### src/rtl/udp_tx_packetizer.sv
// Packs 32-bit records from the return FIFO byte stream into UDP payload packets.
// Optional per-packet sequence header byte: define TX_PKT_SEQ_HDR_EN.
module udp_tx_packetizer #(
    parameter int MAX_RECORDS  = 16,
    parameter int IDLE_TIMEOUT = 250
) (
    input  logic        clk,
    input  logic        rst,
    input  logic [7:0]  s_fifo_tdata,
    input  logic        s_fifo_tvalid,
    output logic        s_fifo_tready,
    output logic [7:0]  m_axis_tdata,
    output logic        m_axis_tvalid,
    output logic        m_axis_tlast,
    input  logic        m_axis_tready,
    output logic [15:0] pkt_count
);

    localparam int LAST_IDX = 4 * MAX_RECORDS - 1;
    localparam int IDX_W    = $clog2(4 * MAX_RECORDS);
    localparam int CNT_W    = $clog2(IDLE_TIMEOUT + 1);

`ifdef TX_PKT_SEQ_HDR_EN
    typedef enum logic [1:0] {IDLE, HDR, FILL, CLOSE} state_t;
`else
    typedef enum logic [1:0] {IDLE, FILL, CLOSE} state_t;
`endif

    state_t             state, state_nxt;
    logic [7:0]         p_data;
    logic               p_valid;
    logic [IDX_W-1:0]   byte_idx;
    logic [CNT_W-1:0]   idle_cnt;
`ifdef TX_PKT_SEQ_HDR_EN
    logic [7:0]         seq;
    logic               load_hdr;
`endif

    logic rdy;
    logic accept;
    logic handshake;
    logic out_free;
    logic p_last;
    logic timeout_hit;
    logic move_p;
    logic move_last;

    assign handshake = m_axis_tvalid & m_axis_tready;
    assign out_free  = ~m_axis_tvalid | m_axis_tready;
    assign accept    = s_fifo_tready & s_fifo_tvalid;
    assign p_last    = p_valid && (byte_idx == IDX_W'(LAST_IDX));
    // idle_cnt excludes the current cycle, so the hit fires on the IDLE_TIMEOUT-th idle cycle
    assign timeout_hit = (state == FILL) && p_valid && (byte_idx[1:0] == 2'b11) &&
                         (idle_cnt == CNT_W'(IDLE_TIMEOUT - 1));

    always_ff @(posedge clk or posedge rst) begin : state_reg
        if (rst) state <= IDLE;
        else     state <= state_nxt;
    end

    always_comb begin : next_state
        state_nxt = state;
        case (state)
            IDLE: begin
`ifdef TX_PKT_SEQ_HDR_EN
                if (s_fifo_tvalid) state_nxt = HDR;
`else
                if (accept) state_nxt = FILL;
`endif
            end
`ifdef TX_PKT_SEQ_HDR_EN
            HDR:   if (handshake) state_nxt = FILL;
`endif
            FILL:  if (p_valid && (p_last || (timeout_hit && !accept))) state_nxt = CLOSE;
            CLOSE: if (handshake && m_axis_tlast) state_nxt = IDLE;
            default: state_nxt = IDLE;
        endcase
    end

    always_comb begin : out_comb
        rdy       = 1'b0;
        move_p    = 1'b0;
        move_last = 1'b0;
`ifdef TX_PKT_SEQ_HDR_EN
        load_hdr  = 1'b0;
`endif
        case (state)
            IDLE: begin
`ifdef TX_PKT_SEQ_HDR_EN
                load_hdr = s_fifo_tvalid;
`else
                rdy = 1'b1;
`endif
            end
            FILL: begin
                rdy = !p_valid || (out_free && !p_last);
                // with P held and the output free, rdy is high, so tvalid alone means accept
                if (p_valid && out_free) begin
                    if (p_last) begin
                        move_p    = 1'b1;
                        move_last = 1'b1;
                    end else if (s_fifo_tvalid) begin
                        move_p    = 1'b1;
                    end else if (timeout_hit) begin
                        move_p    = 1'b1;
                        move_last = 1'b1;
                    end
                end
            end
            CLOSE: begin
                if (p_valid && out_free) begin
                    move_p    = 1'b1;
                    move_last = 1'b1;
                end
            end
            default: ;
        endcase
        s_fifo_tready = rdy & ~rst;
    end

    always_ff @(posedge clk or posedge rst) begin : datapath
        if (rst) begin
            m_axis_tdata  <= '0;
            m_axis_tvalid <= 1'b0;
            m_axis_tlast  <= 1'b0;
            p_data        <= '0;
            p_valid       <= 1'b0;
            byte_idx      <= '0;
            idle_cnt      <= '0;
            pkt_count     <= '0;
`ifdef TX_PKT_SEQ_HDR_EN
            seq           <= '0;
`endif
        end else begin
            if (handshake) begin
                m_axis_tvalid <= 1'b0;
                m_axis_tlast  <= 1'b0;
            end
`ifdef TX_PKT_SEQ_HDR_EN
            if (load_hdr) begin
                m_axis_tdata  <= seq;
                m_axis_tvalid <= 1'b1;
                m_axis_tlast  <= 1'b0;
            end
`endif
            if (move_p) begin
                m_axis_tdata  <= p_data;
                m_axis_tvalid <= 1'b1;
                m_axis_tlast  <= move_last;
                p_valid       <= 1'b0;
            end
            if (accept) begin
                p_data   <= s_fifo_tdata;
                p_valid  <= 1'b1;
                byte_idx <= (state == IDLE || !p_valid) ? '0 : byte_idx + IDX_W'(1);
            end

            if (state != FILL || accept)
                idle_cnt <= '0;
            else if (idle_cnt != CNT_W'(IDLE_TIMEOUT - 1))
                idle_cnt <= idle_cnt + CNT_W'(1);

            if (handshake && m_axis_tlast) begin
                pkt_count <= pkt_count + 16'd1;
`ifdef TX_PKT_SEQ_HDR_EN
                seq       <= seq + 8'd1;
`endif
            end
        end
    end

endmodule

### config.mk
export PLATFORM = sky130hd
export DESIGN_NAME = udp_tx_packetizer
export DESIGN_NICKNAME = d
export VERILOG_FILES = /design/src/rtl/udp_tx_packetizer.sv
export SDC_FILE = /design/constraint.sdc
export NUM_CORES = 1
export LEC_CHECK = 0
export BUFFER_PORTS_ARGS = -buffer_cell sky130_fd_sc_hd__buf_2
export CAP_MARGIN = 10
export CORE_MARGIN = 4
export CORE_UTILIZATION = 25
export CTS_BUF_LIST = sky130_fd_sc_hd__clkbuf_4 sky130_fd_sc_hd__clkbuf_8
export CTS_CLUSTER_SIZE = 25
export DETAILED_ROUTE_END_ITERATION = 8
export GPL_ROUTABILITY_DRIVEN = 0
export GPL_TIMING_DRIVEN = 0
export PLACE_DENSITY = 0.5
export SLEW_MARGIN = 25
export SYNTH_ARGS = -nofsm -noshare
export SYNTH_HDL_FRONTEND = slang
export SYNTH_SLANG_ARGS = --single-unit
### constraint.sdc
create_clock -name clk -period 3.9 [get_ports clk]
set_clock_uncertainty 0.15 [all_clocks]
set_input_delay 0.39 -clock clk [delete_from_list [all_inputs] [get_ports clk]]
set_output_delay 0.39 -clock clk [all_outputs]
set_load 0.02 [all_outputs]
==> results of run 1 <==
==> cell type report <==
type,count,area share (%)
inverters,5,0.738
well taps,129,5.60
clock buffers,5,2.39
multi-input cells,165,37.6
repair buffers,38,6.60
plain buffers,6,1.30
flip-flops and latches,51,44.3
clock inverters,3,1.52
==> path summary, 6_finish.rpt <==
kind,from,to,slack (ns),cells after the start
setup reg to reg,state[1],m_axis_tdata[6],1.58,7
hold reg to reg,pkt_count[15],pkt_count[15],0.32,1
max in group asynchronous,rst,pkt_count[8],3.13,2
setup / recovery,state[1],m_axis_tdata[6],1.58,7
hold / removal,rst,byte_idx[4],0.03,2
min in group clk,s_fifo_tdata[5],p_data[5],0.12,3
==> cells in the mapped netlist, types with 2 or more instances <==
library cell  number  share of area [%]
ha_1               7                3.6
buf_2              2               0.41
a31oi_1            2               0.52
dfrtp_1           51                 53
nand2_1           42                6.5
and2_1             2               0.52
a21oi_1            5                1.0
and4_1             2               0.73
nor2_1            17                2.6
nand4_1            5                1.3
o31ai_1            2               0.62
o21ai_0            9                1.9
xor2_1             7                2.5
a211oi_1           2               0.62
nand3_1           17                3.5
mux2_2             3                1.4
xnor2_1           14                5.1
nand2b_1           2               0.52
nor2b_1            2               0.52
inv_1              5               0.78
and3_1             2               0.52
mux2_4             6                3.7
==> critical path: cells and delay by family (launching register included) <==
family | cells | cell delay (ns)
AND/OR/NAND/NOR | 2 | 0.27
multiplexers | 1 | 0.31
AO/OA/AOI/OAI | 1 | 0.48
buffers and inverters | 2 | 0.34
adder cells (fa/ha/maj) | 1 | 0.28
flip-flops | 1 | 0.39
==> power by group through the flow <==
| stage | logic [mW] | registers, mW | clock network, mW |
|---|---|---|---|
| 2_1_floorplan | 0.275 | 0.794 | 0 |
| 3_3_place_gp | 0.468 | 0.743 | 0 |
| 3_5_place_dp | 0.473 | 0.744 | 0 |
| 4_1_cts | 0.476 | 0.733 | 0.383 |
| 5_1_grt | 0.523 | 0.752 | 0.401 |
| 6_report | 0.467 | 0.732 | 0.370 |
==> through the flow <==
stage | area [sq um] | hold WS [ns] | setup WS (ns) | total power, mW
5_1_grt | 2880 | 0.0856 | 1.44 | 1.68
3_3_place_gp | 2770 | 0.308 | 1.34 | 1.21
2_1_floorplan | 2410 | 0.292 | 1.90 | 1.07
6_report | 2880 | 0.0263 | 1.58 | 1.57
4_1_cts | 2880 | 0.0673 | 1.58 | 1.59
3_5_place_dp | 2770 | 0.311 | 1.60 | 1.22
==> placed cells by master (no fill, tap or decap), types with 2 or more instances in the layout <==
cell and count:
dfrtp_1 51, nand2_1 42, buf_2 40, nand3_1 17
nor2_1 17, xnor2_1 14, o21ai_0 9, xor2_1 7
ha_1 7, mux2_4 6, nand4_1 5, a21oi_1 5
clkbuf_8 5, inv_1 4, mux2_2 3, nand2b_1 2
nor2b_1 2, a31oi_1 2, a211oi_1 2, and3_1 2
and2_1 2, o31ai_1 2, and4_1 2
==> per-layer routing <==
| layer | GRT usage [%] | wire [um] |
|---|---|---|
| met3 | 2.43 | 222 |
| met1 | 13.1 | 2470 |
| met2 | 14.6 | 2220 |
| met4 | 2.78 | 51 |
| met5 | 0 | 0 |
==> kinds of logic (layout without fill, tap and decap cells) <==
family                     after synthesis  in the layout  share of synthesized area (%)
AOI/OAI and AO/OA                       28             28                           8.19
buffers and inverters                   11             57                           2.33
and+or+nand+nor                         99             99                           19.8
adders and majority gates                7              7                           3.63
DFF                                     51             51                           52.8
xor gates and xnor gates                21             21                           7.62
muxes                                   10             10                           5.54
==> flow_metrics.tcl, run 1 <==
set metrics [dict create \
    slowest_stage "o41ai_4" \
    initial_core_util_pct 25.9 \
    antenna_found_initial 0 \
    largest_reg_flops 16 \
    place_inst 394 \
    ys_seq_area_share_pct 52.8 \
    post_cts.repair.setup_buffers 0 \
    required_ns 3.95 \
    netSwitchingPower_uw 533 \
    startpoint_type "register" \
    max_freq_mhz 431 \
    clock-root-buffer "clkbuf_8" \
    status "finished, final reports clean" \
    nNetsFinal 291 \
    hp-class "in -> async" \
    io_buffers 38 \
    synth_ff_type "dfrtp_1" \
    final_max_slew_viol_count 0 \
    power_density_mw_per_mm2 545 \
    gr-usage-all-layers_pct 9.47 \
    relSlewSlack_pct 57.3 \
    synth_edf_count 0 \
    cts.sinks 51 \
    ctsResizeCount 0 \
    cp_max_fo 10 \
    seq_power_share_pct 46.6 \
    clk_path_buf_depth 2 \
    worst_ep_arrival_time_ns 2.37 \
    viasPerCell 4.34 \
    cap_viol_max_count 0 \
    synth_fp_nets 246 \
    hpwl_mm 3.54 \
    yosysUniqueCellTypes 43 \
    num_io_pins 39 \
    yosys_warnings 0 \
    die_h_um 106 \
    grt_max_degree 52 \
    core-area_sq_mm 0.00933 \
    synth_area_per_cell_sq_um 10.6 \
    postCtsHoldBufs 0 \
    worst_skew_pair.late_latency_ns 0.31 \
    fin_cells 402 \
    drt_iter0_markers 44 \
    critical_path_class "reg -> reg" \
    finalHoldViolCount 0 \
    registers.top_by_ff_count "pkt_count" \
    gr-total-overflow 0 \
    grt_pass1_vias 1754 \
    fin_setup_tns_ns 0 \
    worst_slew_pin_slew_ns 0.640 \
    vias 1745 \
    final-setup-viol-count 0 \
    ir_worst_vdd_uv 160 \
    period_needed_ns 2.32 \
    fill_cells 985 \
    cts_tree "yes" \
    drc 0 \
    pwr-share-clk_pct 23.6 \
    rows 35 \
    antennaDiodeCount 0 \
    yosys_register_bits 51 \
    drtAntennaViolNets 0 \
    p_int_mw 1.04 \
    netlist_instances 227 \
    h-tree-depth 2 \
    p_leak_nw 1.42 \
    fin_crit_sh_pct 59.5 \
    drtPass1Iterations 4 \
    max_stage_delay_ns 0.48 \
    clk_pin_slew_ns 0.09 \
    p_sw_share_pct 34.0 \
    final_util_pct 30.9 \
    drive_above_1_share_pct 24.2 \
    endpoint_kind "register" \
    die_area_sq_mm 0.0113 \
    combPwrFrac_pct 29.8 \
    rsz0062_at_grt "false" \
    crit_path_cell_trace "inv_1 > ha_1 > nand3_1 > nor4_4 > o41ai_4 > buf_6 > mux2_4" \
    syn-cell-area_sq_mm 0.00241 \
    wirelength_mm 4.96 \
    async_reset_ff_share_pct 100 \
    cts_made_buffers 5 \
    grt_pass1_wl_mm 8.69 \
    synthToLayoutAreaGrowth_pct 19.3 \
    wire_per_inst_um 12.3 \
    multiInputGateArea_sq_mm 0.00108 \
    register_area_sq_mm 0.00128 \
    die_width_um 106 \
]
Note: power is estimated with default switching activity, not from simulation.
==> run 2, diff against run 1 <==
Clock period 3.9 ns to 2.3 ns, I/O delays scaled along.
==> run 2 against run 1 <==
Clock-buffer cell count did not move. Clock power rose by 69%. Sequential power rose by 69%. Routed wire length is 1.5% higher. Core utilization increased by 1.2 points. Critical path type is now reg -> out. Highest routed layer unchanged.
==> flow_metrics.tcl, run 2 (synthesized netlist as in run 1, its figures left out) <==
set metrics [dict create \
    status "finished, final reports clean" \
    finalHoldViolCount 0 \
    grt_pass1_vias 1793 \
    ir_worst_vdd_uv 269 \
    clk_pin_slew_ns 0.09 \
    fin_crit_sh_pct 91.6 \
    grt_max_degree 52 \
    hpwl_mm 3.54 \
    critPathLaunch "state[1]" \
    required_ns 1.92 \
    place_inst 394 \
    final_common_cell "dfrtp_1" \
    crit_path_cell_trace "inv_1 > ha_1 > nor2b_1 > clkbuf_2 > a211oi_1 > buf_2" \
    cap_viol_max_count 0 \
    worst_slew_pin_slew_ns 0.637 \
    period_needed_ns 2.11 \
    vias 1803 \
    drtPass1Iterations 4 \
    antenna_found_initial 0 \
    gr-usage-all-layers_pct 9.56 \
    relSlewSlack_pct 57.6 \
    worst_ep_arrival_time_ns 1.73 \
    antennaDiodeCount 0 \
    h-tree-depth 2 \
    registers.top_by_ff_count "pkt_count" \
    endpoint_kind "output port" \
    timing.rr.start "state[1]" \
    synthToLayoutAreaGrowth_pct 23.8 \
    power_density_mw_per_mm2 899 \
    clk_path_buf_depth 2 \
    final_max_slew_viol_count 0 \
    fin_cells 412 \
    nNetsFinal 301 \
    initial_core_util_pct 25.9 \
    viasPerCell 4.38 \
    hold_path_startpoint "m_axis_tready" \
    final-setup-viol-count 0 \
    drive_above_1_share_pct 24.7 \
    fin_hold_ws_ns 0.110 \
    wirelength_mm 5.04 \
    drt_iter0_markers 41 \
    p_leak_nw 1.46 \
    max_freq_mhz 475 \
    largest_reg_flops 16 \
    cp_max_fo 8 \
    die_width_um 106 \
    drtAntennaViolNets 0 \
    rows 35 \
    r2r_slack_ns 0.21 \
    core-area_sq_mm 0.00933 \
    cts_made_buffers 5 \
    num_io_pins 39 \
    hp-class "in -> reg" \
    die_area_sq_mm 0.0113 \
    drc 0 \
    clock-root-buffer "clkbuf_8" \
    final_util_pct 32.1 \
    wire_per_inst_um 12.2 \
    cts.sinks 51 \
    final_cell_mix "dfrtp_1 (51), nand2_1 (42), buf_2 (40), nor2_1 (17), nand3_1 (16)" \
    die_h_um 106 \
    startpoint_type "register" \
    rsz0062_at_grt "false" \
    gr-total-overflow 0 \
    critical_path_class "reg -> out" \
    slowest_stage "dfrtp_1" \
    grt_pass1_wl_mm 8.78 \
    worst_skew_pair.late_latency_ns 0.30 \
    cts_tree "yes" \
    max_stage_delay_ns 0.41 \
    io_buffers 38 \
    total_power_mw 2.69 \
]
run 2: changes by cell type in the layout (fill, tap and decap cells not counted), sizes merged:
cell         previous run  this run
buf                    42        43
dlygate4sd3             0         9
run 2: critical path: cells and delay by family, from the launching register on:
| kind | cells | cell delay (ns) |
|---|---|---|
| fa+ha+maj | 1 | 0.23 |
| compound gates | 1 | 0.24 |
| simple gates | 1 | 0.06 |
| buf+inv | 3 | 0.50 |
| flops | 1 | 0.41 |
run 2: per-layer routing:
metal | vias to the layer above | wire (um) | track usage [%]
li1 | 884 | - | -
met1 | 880 | 2500 | 13.1
met2 | 34 | 2230 | 14.9
met3 | 5 | 254 | 2.37
met4 | 0 | 59 | 2.78
met5 | - | 0 | 0
run 2: timing repair:
action / in CTS / in global routing
endpoints found under the setup margin: 6 / 10
gates resized for setup: 0 / 3
hold buffers: 9 / 0
hold endpoints to repair: 59 / 0
pin swaps: 1 / 0
setup buffers: 1 / 0
run 2: cell type report:
type,count,area [sq um]
Fill cell,985,6340
Tap cell,129,161
Sequential cell,51,1280
Clock buffer,5,68.8
Clock inverter,3,43.8
Buffer,6,37.5
Multi-Input combinational cell,165,1090
Timing Repair Buffer,48,288
Inverter,5,21.3
run 2: final timing paths:
path	endpoint	cells past startpoint
worst min-delay path	pkt_count[2]	3
worst max-delay path	s_fifo_tready	6
max in group asynchronous	pkt_count[8]	3
worst min register to register	pkt_count[15]	1
min in group asynchronous	byte_idx[4]	3
worst max register to register	m_axis_tlast	8
run 2: metrics by stage:
stage,setup WS [ns],TNS (ns),area (sq um)
after floorplan,0.296,0,2410
after global placement,-0.0951,-4.73,2770
after detailed placement,-0.00168,-0.00216,2770
after CTS,0.0659,0,2980
after global routing,0.0288,0,2990
final,0.193,0,2990
run 2: report_power, final:
part	total, mW	switching, mW	internal, mW	leakage (nW)
clock network	0.626	0.302	0.324	0.0581
registers	1.24	0.150	1.09	0.678
logic	0.817	0.460	0.357	0.721
total	2.69	0.912	1.78	1.46
==> run 3, diff against run 2 <==
Settings changed: CORE_UTILIZATION 25 to 55, CTS_BUF_LIST sky130_fd_sc_hd__clkbuf_4 sky130_fd_sc_hd__clkbuf_8 to default, PLACE_DENSITY 0.5 to 0.86.
==> run 3 against run 2 <==
Setup slack lost 0.11 ns. Clock-buffer cell count grew 1. Sequential power is essentially flat. Design area shrank 3.1%. Routed wire length shrank 4.2%. Global-route usage grew 10 points. First-iteration DRC count grew to 4.5 times the previous value. Final cell count shrank 19%. Critical path type is now reg -> reg. Critical endpoint is now m_axis_tdata[5].
==> flow_metrics.tcl, run 3 (synthesized netlist as in run 1, its figures left out) <==
set metrics [dict create \
    status "finished, final reports clean" \
    grt_max_degree 33 \
    die_area_sq_mm 0.00551 \
    drtAntennaViolNets 0 \
    worst_skew_pair.late_latency_ns 0.30 \
    drt_iter0_markers 184 \
    grt_pass1_wl_mm 8.29 \
    path_delay_family "compound AO/OA/AOI/OAI gates" \
    endpoint_kind "register" \
    h-tree-depth 2 \
    hp-class "in -> reg" \
    fin_setup_tns_ns 0 \
    path_depth 7 \
    final_max_slew_viol_count 0 \
    worst_slew_pin_slew_ns 0.560 \
    finalHoldViolCount 0 \
    r2r_slack_ns 0.08 \
    period_needed_ns 2.22 \
    die_width_um 74.3 \
    largest_reg_flops 16 \
    fill_cells 297 \
    r2r_cells 7 \
    die_h_um 74.3 \
    vias 1837 \
    r2r-end "m_axis_tdata[5]" \
    drc 0 \
    path_buf_inv 2 \
    drive_above_1_share_pct 24.6 \
    hpwl_mm 3.39 \
    timing.rr.start "state[1]" \
    fin_crit_sh_pct 96.5 \
    worst_ep_arrival_time_ns 2.26 \
    rsz0062_at_grt "false" \
    holdPathStages 3 \
    critical_path_class "reg -> reg" \
    antennaDiodeCount 0 \
    cp_max_fo 8 \
    drtPass1Iterations 4 \
    cts_made_buffers 5 \
    initial_core_util_pct 58.7 \
    gr-total-overflow 0 \
    startpoint_type "register" \
    viasPerCell 5.48 \
    relSlewSlack_pct 62.3 \
    final-setup-viol-count 0 \
    gr-usage-all-layers_pct 19.6 \
    dp_worst_setup_slack_ns 0.0832 \
    fin_ws_ns 0.0807 \
    max_freq_mhz 451 \
    power_density_mw_per_mm2 900 \
    slowest_stage "o41ai_4" \
    rows 23 \
    critPathLaunch "state[1]" \
    cap_viol_max_count 0 \
    endpoint "m_axis_tdata[5]" \
    synthToLayoutAreaGrowth_pct 19.9 \
    clk_path_buf_depth 2 \
    clock-root-buffer "clkbuf_8" \
    ir_worst_vdd_uv 540 \
    wire_per_inst_um 14.4 \
    antenna_found_initial 0 \
    core-area_sq_mm 0.00412 \
    crit_path_cell_trace "inv_1 > ha_1 > nand3_2 > nor4_4 > o41ai_4 > buf_4 > mux2_4" \
    max_stage_delay_ns 0.49 \
    required_ns 2.35 \
    p_leak_nw 1.46 \
    io_buffers 38 \
    nNetsFinal 303 \
    num_io_pins 39 \
    cts_tree "yes" \
    wirelength_mm 4.83 \
    final_common_cell "dfrtp_1" \
    cts.sinks 51 \
    final_cell_mix "dfrtp_1 (51), nand2_1 (42), buf_2 (40), nor2_1 (17), nand3_1 (16)" \
    clk_pin_slew_ns 0.09 \
    registers.top_by_ff_count "pkt_count" \
    grt_pass1_vias 1818 \
]
==> run 3: cell count changes in the layout (fill, tap and decap cells not counted), sizes merged <==
cell	before	now
buf	43	45
clkbuf	7	8
clkinvlp	0	1
bufinv	1	0
clkinv	2	1
==> run 3: metal layers <==
layer	GRT usage, %	wire length [um]	share of wire, %	vias up
met5	0	0	0	-
met2	31.9	2410	50	42
li1	-	-	-	893
met4	7.91	78	1.6	0
met1	25.3	2110	44	894
met3	4.46	230	4.8	8
==> run 3: what timing repair did <==
action | in CTS | in global routing
hold buffers | 8 | 1
hold endpoints to repair | 26 | 1
buffers inserted | 0 | 1
gates resized for setup | 0 | 2
endpoints found under the setup margin | 0 | 6
==> run 3: final cells by class <==
class | count | area [sq um] | area share [%]
clock inverter | 2 | 16.3 | 0.562
sequential | 51 | 1280 | 44.1
clock buffer | 6 | 82.6 | 2.85
multi-input combinational | 165 | 1090 | 37.5
buffer | 6 | 37.5 | 1.30
tap | 50 | 62.6 | 2.16
timing repair buffer | 50 | 315 | 10.9
inverter | 5 | 18.8 | 0.648
==> run 3: through the flow <==
step / cell area, sq um / power, mW / hold slack, ns / cells / util (%)
detailed placement: 2690 / 2.06 / 0.132 / 316 / 65.3
finish: 2900 / 2.61 / 0.112 / 335 / 70.4
CTS: 2870 / 2.61 / 0.00334 / 332 / 69.7
floorplan: 2410 / 1.81 / 0.185 / 227 / -
global route: 2900 / 2.78 / 0.114 / 335 / 70.4
global placement: 2670 / 2.01 / 0.271 / 315 / 64.8
==> run 3: how the worst min path moves through the flow <==
stage	endpoint	start
after floorplan	p_data[0]	s_fifo_tdata[0]
after global placement	p_data[0]	s_fifo_tdata[0]
after detailed placement	p_data[2]	rst
after CTS	p_data[5]	s_fifo_tdata[5]
after global routing	pkt_count[2]	m_axis_tready
final	pkt_count[2]	m_axis_tready
==> run 3: power breakdown <==
| group | internal, mW | switching, mW | total, mW | leakage, nW |
|---|---|---|---|---|
| combinational | 0.362 | 0.466 | 0.829 | 0.736 |
| sequential | 1.09 | 0.153 | 1.25 | 0.678 |
| clock | 0.246 | 0.286 | 0.532 | 0.0474 |
==> run 3: tightest hold or removal path: stages <==
cell	delay [ns]
buf_2	0.12
nand4_1	0.11
xnor2_1	0.07
